File: src/rtl/clk_div_pkg.sv
// clk_div_pkg: shared definitions for the multi-channel clock divider.
//   RATIO_W_DEF  default width of one ratio field
//   half_hi()    number of high cycles in one period, ceil(ratio/2)
//   is_bypass()  ratios 0 and 1 pass the reference clock straight through
package clk_div_pkg;

  localparam int RATIO_W_DEF = 5;

  function automatic int unsigned half_hi(input int unsigned ratio);
    return (ratio + 1) / 2;
  endfunction

  function automatic logic is_bypass(input int unsigned ratio);
    return ratio < 2;
  endfunction

endpackage

File: src/rtl/clk_div_chan.sv
// clk_div_chan: one programmable integer divider channel.
//   ref_clk    reference clock
//   rst        synchronous active-high reset
//   en         channel enable
//   ratio      requested ratio, captured into the shadow register on load
//   load       1-cycle strobe, captures ratio as pending
//   sync       1-cycle strobe, restarts the period when enabled
//   div_clk    divided clock (registered except in bypass)
//   ratio_ack  1-cycle pulse when a pending ratio becomes active
//   tick       period-start pulse, only built when CLK_DIV_TICK_EN is defined
module clk_div_chan
  import clk_div_pkg::*;
#(
  parameter int RATIO_W   = RATIO_W_DEF,
  parameter int RST_RATIO = 2
) (
  input  logic               ref_clk,
  input  logic               rst,
  input  logic               en,
  input  logic [RATIO_W-1:0] ratio,
  input  logic               load,
  input  logic               sync,
  output logic               div_clk,
  output logic               ratio_ack,
  output logic               tick
);

  localparam logic [RATIO_W-1:0] ONE      = RATIO_W'(1);
  localparam logic [RATIO_W-1:0] RST_ACT  = RATIO_W'(RST_RATIO);
  localparam logic [RATIO_W-1:0] RST_PARK = (RST_RATIO < 2) ? '0 : RATIO_W'(RST_RATIO - 1);

  logic [RATIO_W-1:0] r_act;
  logic [RATIO_W-1:0] r_pend;
  logic [RATIO_W-1:0] cnt;
  logic               pend;
  logic               div_q;
  logic               ack_q;

  logic               act_byp;
  logic               new_byp;
  logic               boundary;
  logic               apply;
  logic [RATIO_W-1:0] ratio_new;
  logic [RATIO_W-1:0] cnt_next;
  logic [RATIO_W-1:0] park_new;
  logic               div_next;

  // A boundary is any edge where a pending ratio may safely take over:
  // a natural wrap, every bypass edge, a disabled edge, or a sync restart.
  // The high/low decision always uses the ratio that is active after this edge.
  always_comb begin
    act_byp   = is_bypass(32'(r_act));
    boundary  = act_byp || (cnt == r_act - ONE) || !en || sync;
    apply     = boundary && pend;
    ratio_new = apply ? r_pend : r_act;
    new_byp   = is_bypass(32'(ratio_new));
    cnt_next  = boundary ? '0 : cnt + ONE;
    park_new  = new_byp ? '0 : ratio_new - ONE;
    div_next  = en && !new_byp && (32'(cnt_next) < half_hi(32'(ratio_new)));
  end

  // Disabled channels park the counter at the last count so the first
  // enabled edge wraps and raises the output immediately.
  // A load on an apply edge keeps the new value pending.
  always_ff @(posedge ref_clk) begin
    if (rst) begin
      r_act  <= RST_ACT;
      r_pend <= '0;
      pend   <= 1'b0;
      cnt    <= RST_PARK;
      div_q  <= 1'b0;
      ack_q  <= 1'b0;
    end else begin
      r_act <= ratio_new;
      cnt   <= en ? cnt_next : park_new;
      div_q <= div_next;
      ack_q <= apply;
      if (load) begin
        r_pend <= ratio;
        pend   <= 1'b1;
      end else if (apply) begin
        pend <= 1'b0;
      end
    end
  end

  // Bypass is the single combinational path from the reference clock.
  assign div_clk   = act_byp ? (ref_clk & en & ~rst) : div_q;
  assign ratio_ack = ack_q;

`ifdef CLK_DIV_TICK_EN
  logic tick_q;

  // Fires with the div_q rise; in bypass every enabled edge starts a period.
  always_ff @(posedge ref_clk) begin
    if (rst) begin
      tick_q <= 1'b0;
    end else begin
      tick_q <= en && (cnt_next == '0);
    end
  end

  assign tick = tick_q;
`else
  assign tick = 1'b0;
`endif

endmodule

File: src/rtl/clk_div_multi.sv
// clk_div_multi: N_CH independent programmable clock dividers on one reference clock.
//   i_ref_clk    reference clock
//   i_rst        synchronous active-high reset
//   i_clk_en     per-channel enable
//   i_div_ratio  requested ratios, channel k in bits [k*RATIO_W +: RATIO_W]
//   i_ratio_load 1-cycle strobe, captures all ratio fields as pending
//   i_sync       1-cycle strobe, restarts every enabled channel
//   o_div_clk    divided clocks
//   o_ratio_ack  per-channel pulse when a pending ratio becomes active
//   o_tick       period-start pulses, tied low unless CLK_DIV_TICK_EN is defined
module clk_div_multi
  import clk_div_pkg::*;
#(
  parameter int N_CH      = 4,
  parameter int RATIO_W   = RATIO_W_DEF,
  parameter int RST_RATIO = 2
) (
  input  logic                    i_ref_clk,
  input  logic                    i_rst,
  input  logic [N_CH-1:0]         i_clk_en,
  input  logic [N_CH*RATIO_W-1:0] i_div_ratio,
  input  logic                    i_ratio_load,
  input  logic                    i_sync,
  output logic [N_CH-1:0]         o_div_clk,
  output logic [N_CH-1:0]         o_ratio_ack,
  output logic [N_CH-1:0]         o_tick
);

  for (genvar k = 0; k < N_CH; k++) begin : g_chan
    clk_div_chan #(
      .RATIO_W   (RATIO_W),
      .RST_RATIO (RST_RATIO)
    ) u_chan (
      .ref_clk   (i_ref_clk),
      .rst       (i_rst),
      .en        (i_clk_en[k]),
      .ratio     (i_div_ratio[k*RATIO_W +: RATIO_W]),
      .load      (i_ratio_load),
      .sync      (i_sync),
      .div_clk   (o_div_clk[k]),
      .ratio_ack (o_ratio_ack[k]),
      .tick      (o_tick[k])
    );
  end

endmodule

File: config.mk
export PLATFORM = sky130hd
export DESIGN_NAME = clk_div_multi
export DESIGN_NICKNAME = d
export VERILOG_FILES = /design/src/rtl/clk_div_pkg.sv /design/src/rtl/clk_div_chan.sv /design/src/rtl/clk_div_multi.sv
export SDC_FILE = /design/constraint.sdc
export NUM_CORES = 1
export LEC_CHECK = 0
export CORE_MARGIN = 2
export CORE_UTILIZATION = 45
export DETAILED_ROUTE_END_ITERATION = 7
export PLACE_DENSITY = 0.68
export SETUP_SLACK_MARGIN = 0.2
export SKIP_CTS_REPAIR_TIMING = 1
export SYNTH_ARGS = -nofsm -noshare
export SYNTH_HDL_FRONTEND = slang
export SYNTH_SLANG_ARGS = --single-unit
File: constraint.sdc
create_clock -name i_ref_clk -period 8.8 [get_ports i_ref_clk]
set_input_delay 0.88 -clock i_ref_clk [delete_from_list [all_inputs] [get_ports i_ref_clk]]
set_output_delay 0.88 -clock i_ref_clk [all_outputs]
set_load 0.1 [all_outputs]
Yosys cells after proc, flatten, opt, wreduce, memory -nomap -nowiden
Cells that the tools add are included.
{"block": "word_totals", "out_inout_bits": 12, "inputBits": 28, "elab_cells": 129, "ff_bits": 72}
{"block": "op_classes", "reduce_logical": 36, "n_addsub": 16, "order_cmp": 12, "n_eq_ne": 4, "muxes": 28, "bitwise_logic": 9}
{"cell": "< comparator 5 x 31 -> 1 bit", "n": 4}
{"cell": "two-way mux 5 bit", "n": 16}
{"cell": "< comparator 5 x 2 -> 1 bit (second input constant)", "n": 8}
{"cell": "subtractor 5 x 1 -> 5 bit (second input constant)", "n": 8}
{"cell": "adder 5 x 1 -> 6 bit (second input constant)", "n": 4}
{"cell": "adder 5 x 1 -> 5 bit (second input constant)", "n": 4}
{"cell": "== test 5 bit", "n": 4}
{"cell": "logical AND 1 bit", "n": 12}
{"cell": "logical OR 1 bit", "n": 12}
{"cell": "two-way mux 1 bit", "n": 12}
{"cell": "AND 1 bit", "n": 8}
{"cell": "logical NOT 1 bit", "n": 8}
{"cell": "nonzero test 2 bit", "n": 4}
{"cell": "inverter 1 bit", "n": 1}

Longest topological paths before layout
{"block": "depth", "depth_word": 11, "ltp_mapped": 17, "mapped_depth_nobuf": 16}

Hierarchy
Synthesis repeated with hierarchy kept, for this count alone.
{"block": "unflattened", "hier_cells": 644, "area_unflattened_um2": 5485.3}
{"module": "clk_div_chan", "area_each_um2": 1371.3, "seq_area_each_um2": 360.3, "n_inst": 4, "cells_each": 161}

==> results by group <==
Status
  – Status: complete, no violations

Critical path
  – Nature of the critical path endpoint: primary output
  – Flop2flop setup slack: 4.77 ns
  – Worst Path Max Fanout: 2
  – FF-to-FF Start: g_chan[3].u_chan.r_act[0]
  – Startpoint types: clock port
  – R2R depth: 16
  – CP max stage cell: clkdlybuf4s50_1
  – Critical Path AT: 6.67 ns
  – Setup CP Type: clock port to primary output
  – Worst reg2reg endpoint: g_chan[3].u_chan.div_q
  – Worst Path Buf+Inv: 9
  – Cell family with most CP delay: buffers and inverters
  – Max incr delay on CP: 0.99 ns
  – CP dominant cell by count: clkbuf_8
  – Data required time at the worst endpoint: 7.92 ns
  – Worst path cell trace: clkbuf_8, clkbuf_8, clkbuf_8, clkbuf_8, clkbuf_8, clkbuf_8, nor2b_1, clkbuf_8, clkbuf_8, nand2_1, o21ai_0, clkdlybuf4s50_1

Timing
  – Setup TNS Final: 0 ns
  – RSZ-0062 raised after global routing: false
  – Worst Max-Slew Pin Slew: 0.971 ns
  – Final setup viols: 0
  – Count of pins over their slew limit: 0
  – Final Skew: 0.0114 ns
  – Number of failing hold endpoints at the final stage: 0
  – Headroom to the max-slew limit: 35.0%

Drt
  – WL final: 11600 microns
  – Routed via count: 4259
  – Drt first pass iters: 4
  – DR iter-0 viols: 229
  – Remaining DRCs: 0
  – Vias per cell: 5.64
  – Drt wl/cell: 15.4 microns
  – Post-route ant nets: 0

Min path
  – Worst Min Path Start: g_chan[1].u_chan.pend
  – Hold Path Depth: 2
  – Type of the most critical hold path: flip-flop to flip-flop
  – End point of the worst hold path: g_chan[1].u_chan.ratio_ack

Logic synthesis
  – Mapped Avg Cell Area: 8.35 sq um
  – Netlist cell types: 72
  – Synthesized flop and latch total: 72
  – Post-Syn Instances: 586
  – Synth Warn #: 0
  – EDFF count, synth: 0
  – Top-count cell post-synth: nor2_1
  – Top FF cell, synth: dfxtp_1
  – Yosys top cell by area: dfxtp_1
  – Largest cells by area after synthesis: dfxtp_1 (29%), mux2i_1 (8.6%), ha_1 (8.2%), nor2_1 (7.0%), xnor2_1 (4.7%)
  – Async SR Flop Fraction: 0%
  – Sequential-to-total area share from yosys stat: 29.5%
  – Cell Area, Synth: 4890 sq um
  – Top cells by count, synth: nor2_1 (91), dfxtp_1 (72), mux2i_1 (42)
  – Synth top area share: 29.5%

Clocking
  – Clock transition at path regs: 0.08 ns
  – CTS tree: yes
  – Clock latency on the worst-skew pair: 0.47 ns

GRT
  – Global Route Usage Sum: 21.5%
  – Initial antenna violation count: 0
  – First-pass GRT wire length: 19500 microns
  – Largest net degree at the start of global routing: 63
  – Vias in the first global route: 4262
  – Total grt overflow: 0

Placed design
  – DP HPWL: 8540 microns
  – Input/output buffers: 35
  – Number of instances in the placed design: 730
  – RePlAce Congestion: 0.979

Floorplan
  – Core Region: 10700 sq um
  – Die Footprint: 11700 sq um
  – DIE HEIGHT: 108 microns
  – Die W: 108 microns
  – Io pins: 40
  – Initial Utilization: 45.5%
  – Rows: 38

Cells and area
  – Nets: 671
  – P&R area growth vs syn: 13.8%
  – Fillers: 1011
  – Post-Layout Cell Count: 755
  – Ratio of cells with drive above 1 in the final layout: 7.80%
  – ANT cells: 0

Pwr
  – P_leak: 0.00232 uW
  – Cell area power density: 177 nW/um^2
  – Maximum vdd drop: 0.0704 mV

Flow run
  – MaxCap Viol Count: 0
## routing by layer
metal | track usage [%] | routed length, microns | up-vias
li1 | - | - | 2096
met1 | 25.5 | 5210 | 1997
met2 | 34.3 | 5560 | 128
met3 | 5.30 | 508 | 38
met4 | 14.4 | 371 | 0
met5 | 0 | 0 | -
## power breakdown
group	leakage [uW]	switching [uW]	total [uW]	internal, uW
combinational	0.00153	123	213	90.6
clock	0.000195	173	400	227
sequential	0.000591	27.3	374	347
total	0.00232	323	988	665
## flip-flops by register name (all words and copies together), names as in the netlist
name and flops:
g_chan.u_chan.cnt 20, g_chan.u_chan.div_q 4, g_chan.u_chan.pend 4, g_chan.u_chan.r_pend 20, g_chan.u_chan.r_act 20, g_chan.u_chan.ratio_ack 4
## cell type report
cell class,instances,area (sq um),area share [%]
multi-input combinational,450,3150,56.6
tap,140,175,3.14
sequential,72,1440,25.9
clock buffer,26,323,5.80
clock inverter,3,42.5,0.764
inverter,31,116,2.09
timing repair buffer,33,320,5.75
## metrics by stage
step / util [%] / hold slack [ns] / setup WS [ns] / cell area, sq um / power, uW
finish: 51.8 / 0.492 / 1.25 / 5570 / 988
global route: 51.8 / 0.518 / 1.12 / 5570 / 1040
CTS: 51.8 / 0.493 / 1.20 / 5570 / 995
detailed placement: 48.8 / 0.481 / 2.22 / 5250 / 626
global placement: 48.8 / 0.483 / 2.22 / 5250 / 619
floorplan: - / 0.454 / 2.99 / 4900 / 573
## worst register-to-register path: stages, from the launching register on
cell and delay (ns):
dfxtp_1 0.43, inv_1 0.07, ha_1 0.25, and3_1 0.20, o2bb2ai_1 0.21, a2111oi_4 0.14, o21ai_2 0.56, inv_1 0.13
a21oi_1 0.27, inv_1 0.08, ha_1 0.23, o21ai_1 0.10, xnor2_1 0.14, ha_1 0.27, a21oi_1 0.18, o211ai_1 0.11
a2111oi_0 0.51
## worst max-delay path by stage
stage / from / endpoint / slack, ns / depth (start not counted)
after floorplan: i_ref_clk / o_div_clk[1] / 2.99 / 4
after global placement: i_ref_clk / o_div_clk[1] / 2.22 / 4
after detailed placement: i_ref_clk / o_div_clk[1] / 2.22 / 4
after CTS: i_ref_clk / o_div_clk[3] / 1.20 / 12
after global routing: i_ref_clk / o_div_clk[3] / 1.12 / 12
final: i_ref_clk / o_div_clk[3] / 1.25 / 12
## cells by family after synthesis
kind of cell | after synthesis | share of synthesized area (%)
buffers and inverters | 67 | 6.37
other | 1 | 0.0766
adders and majority gates | 32 | 8.18
muxes | 48 | 10.1
AOI/OAI and AO/OA | 97 | 15.5
and+or+nand+nor | 221 | 21.8
DFF | 72 | 29.5
xor gates and xnor gates | 48 | 8.59
## placed cells by master, fill, tap and decap left out, types with 10 or more instances in the layout
cell type         n
nand2_1          35
inv_1            29
clkdlybuf4s50_1  34
ha_1             32
nor3_1           15
clkbuf_8         20
nor2b_1          11
mux2i_1          42
nand3_1          23
a21oi_1          17
xor2_1           22
xnor2_1          26
o21ai_0          10
dfxtp_1          72
nor2_1           91
(Power assumes the default switching activity.)
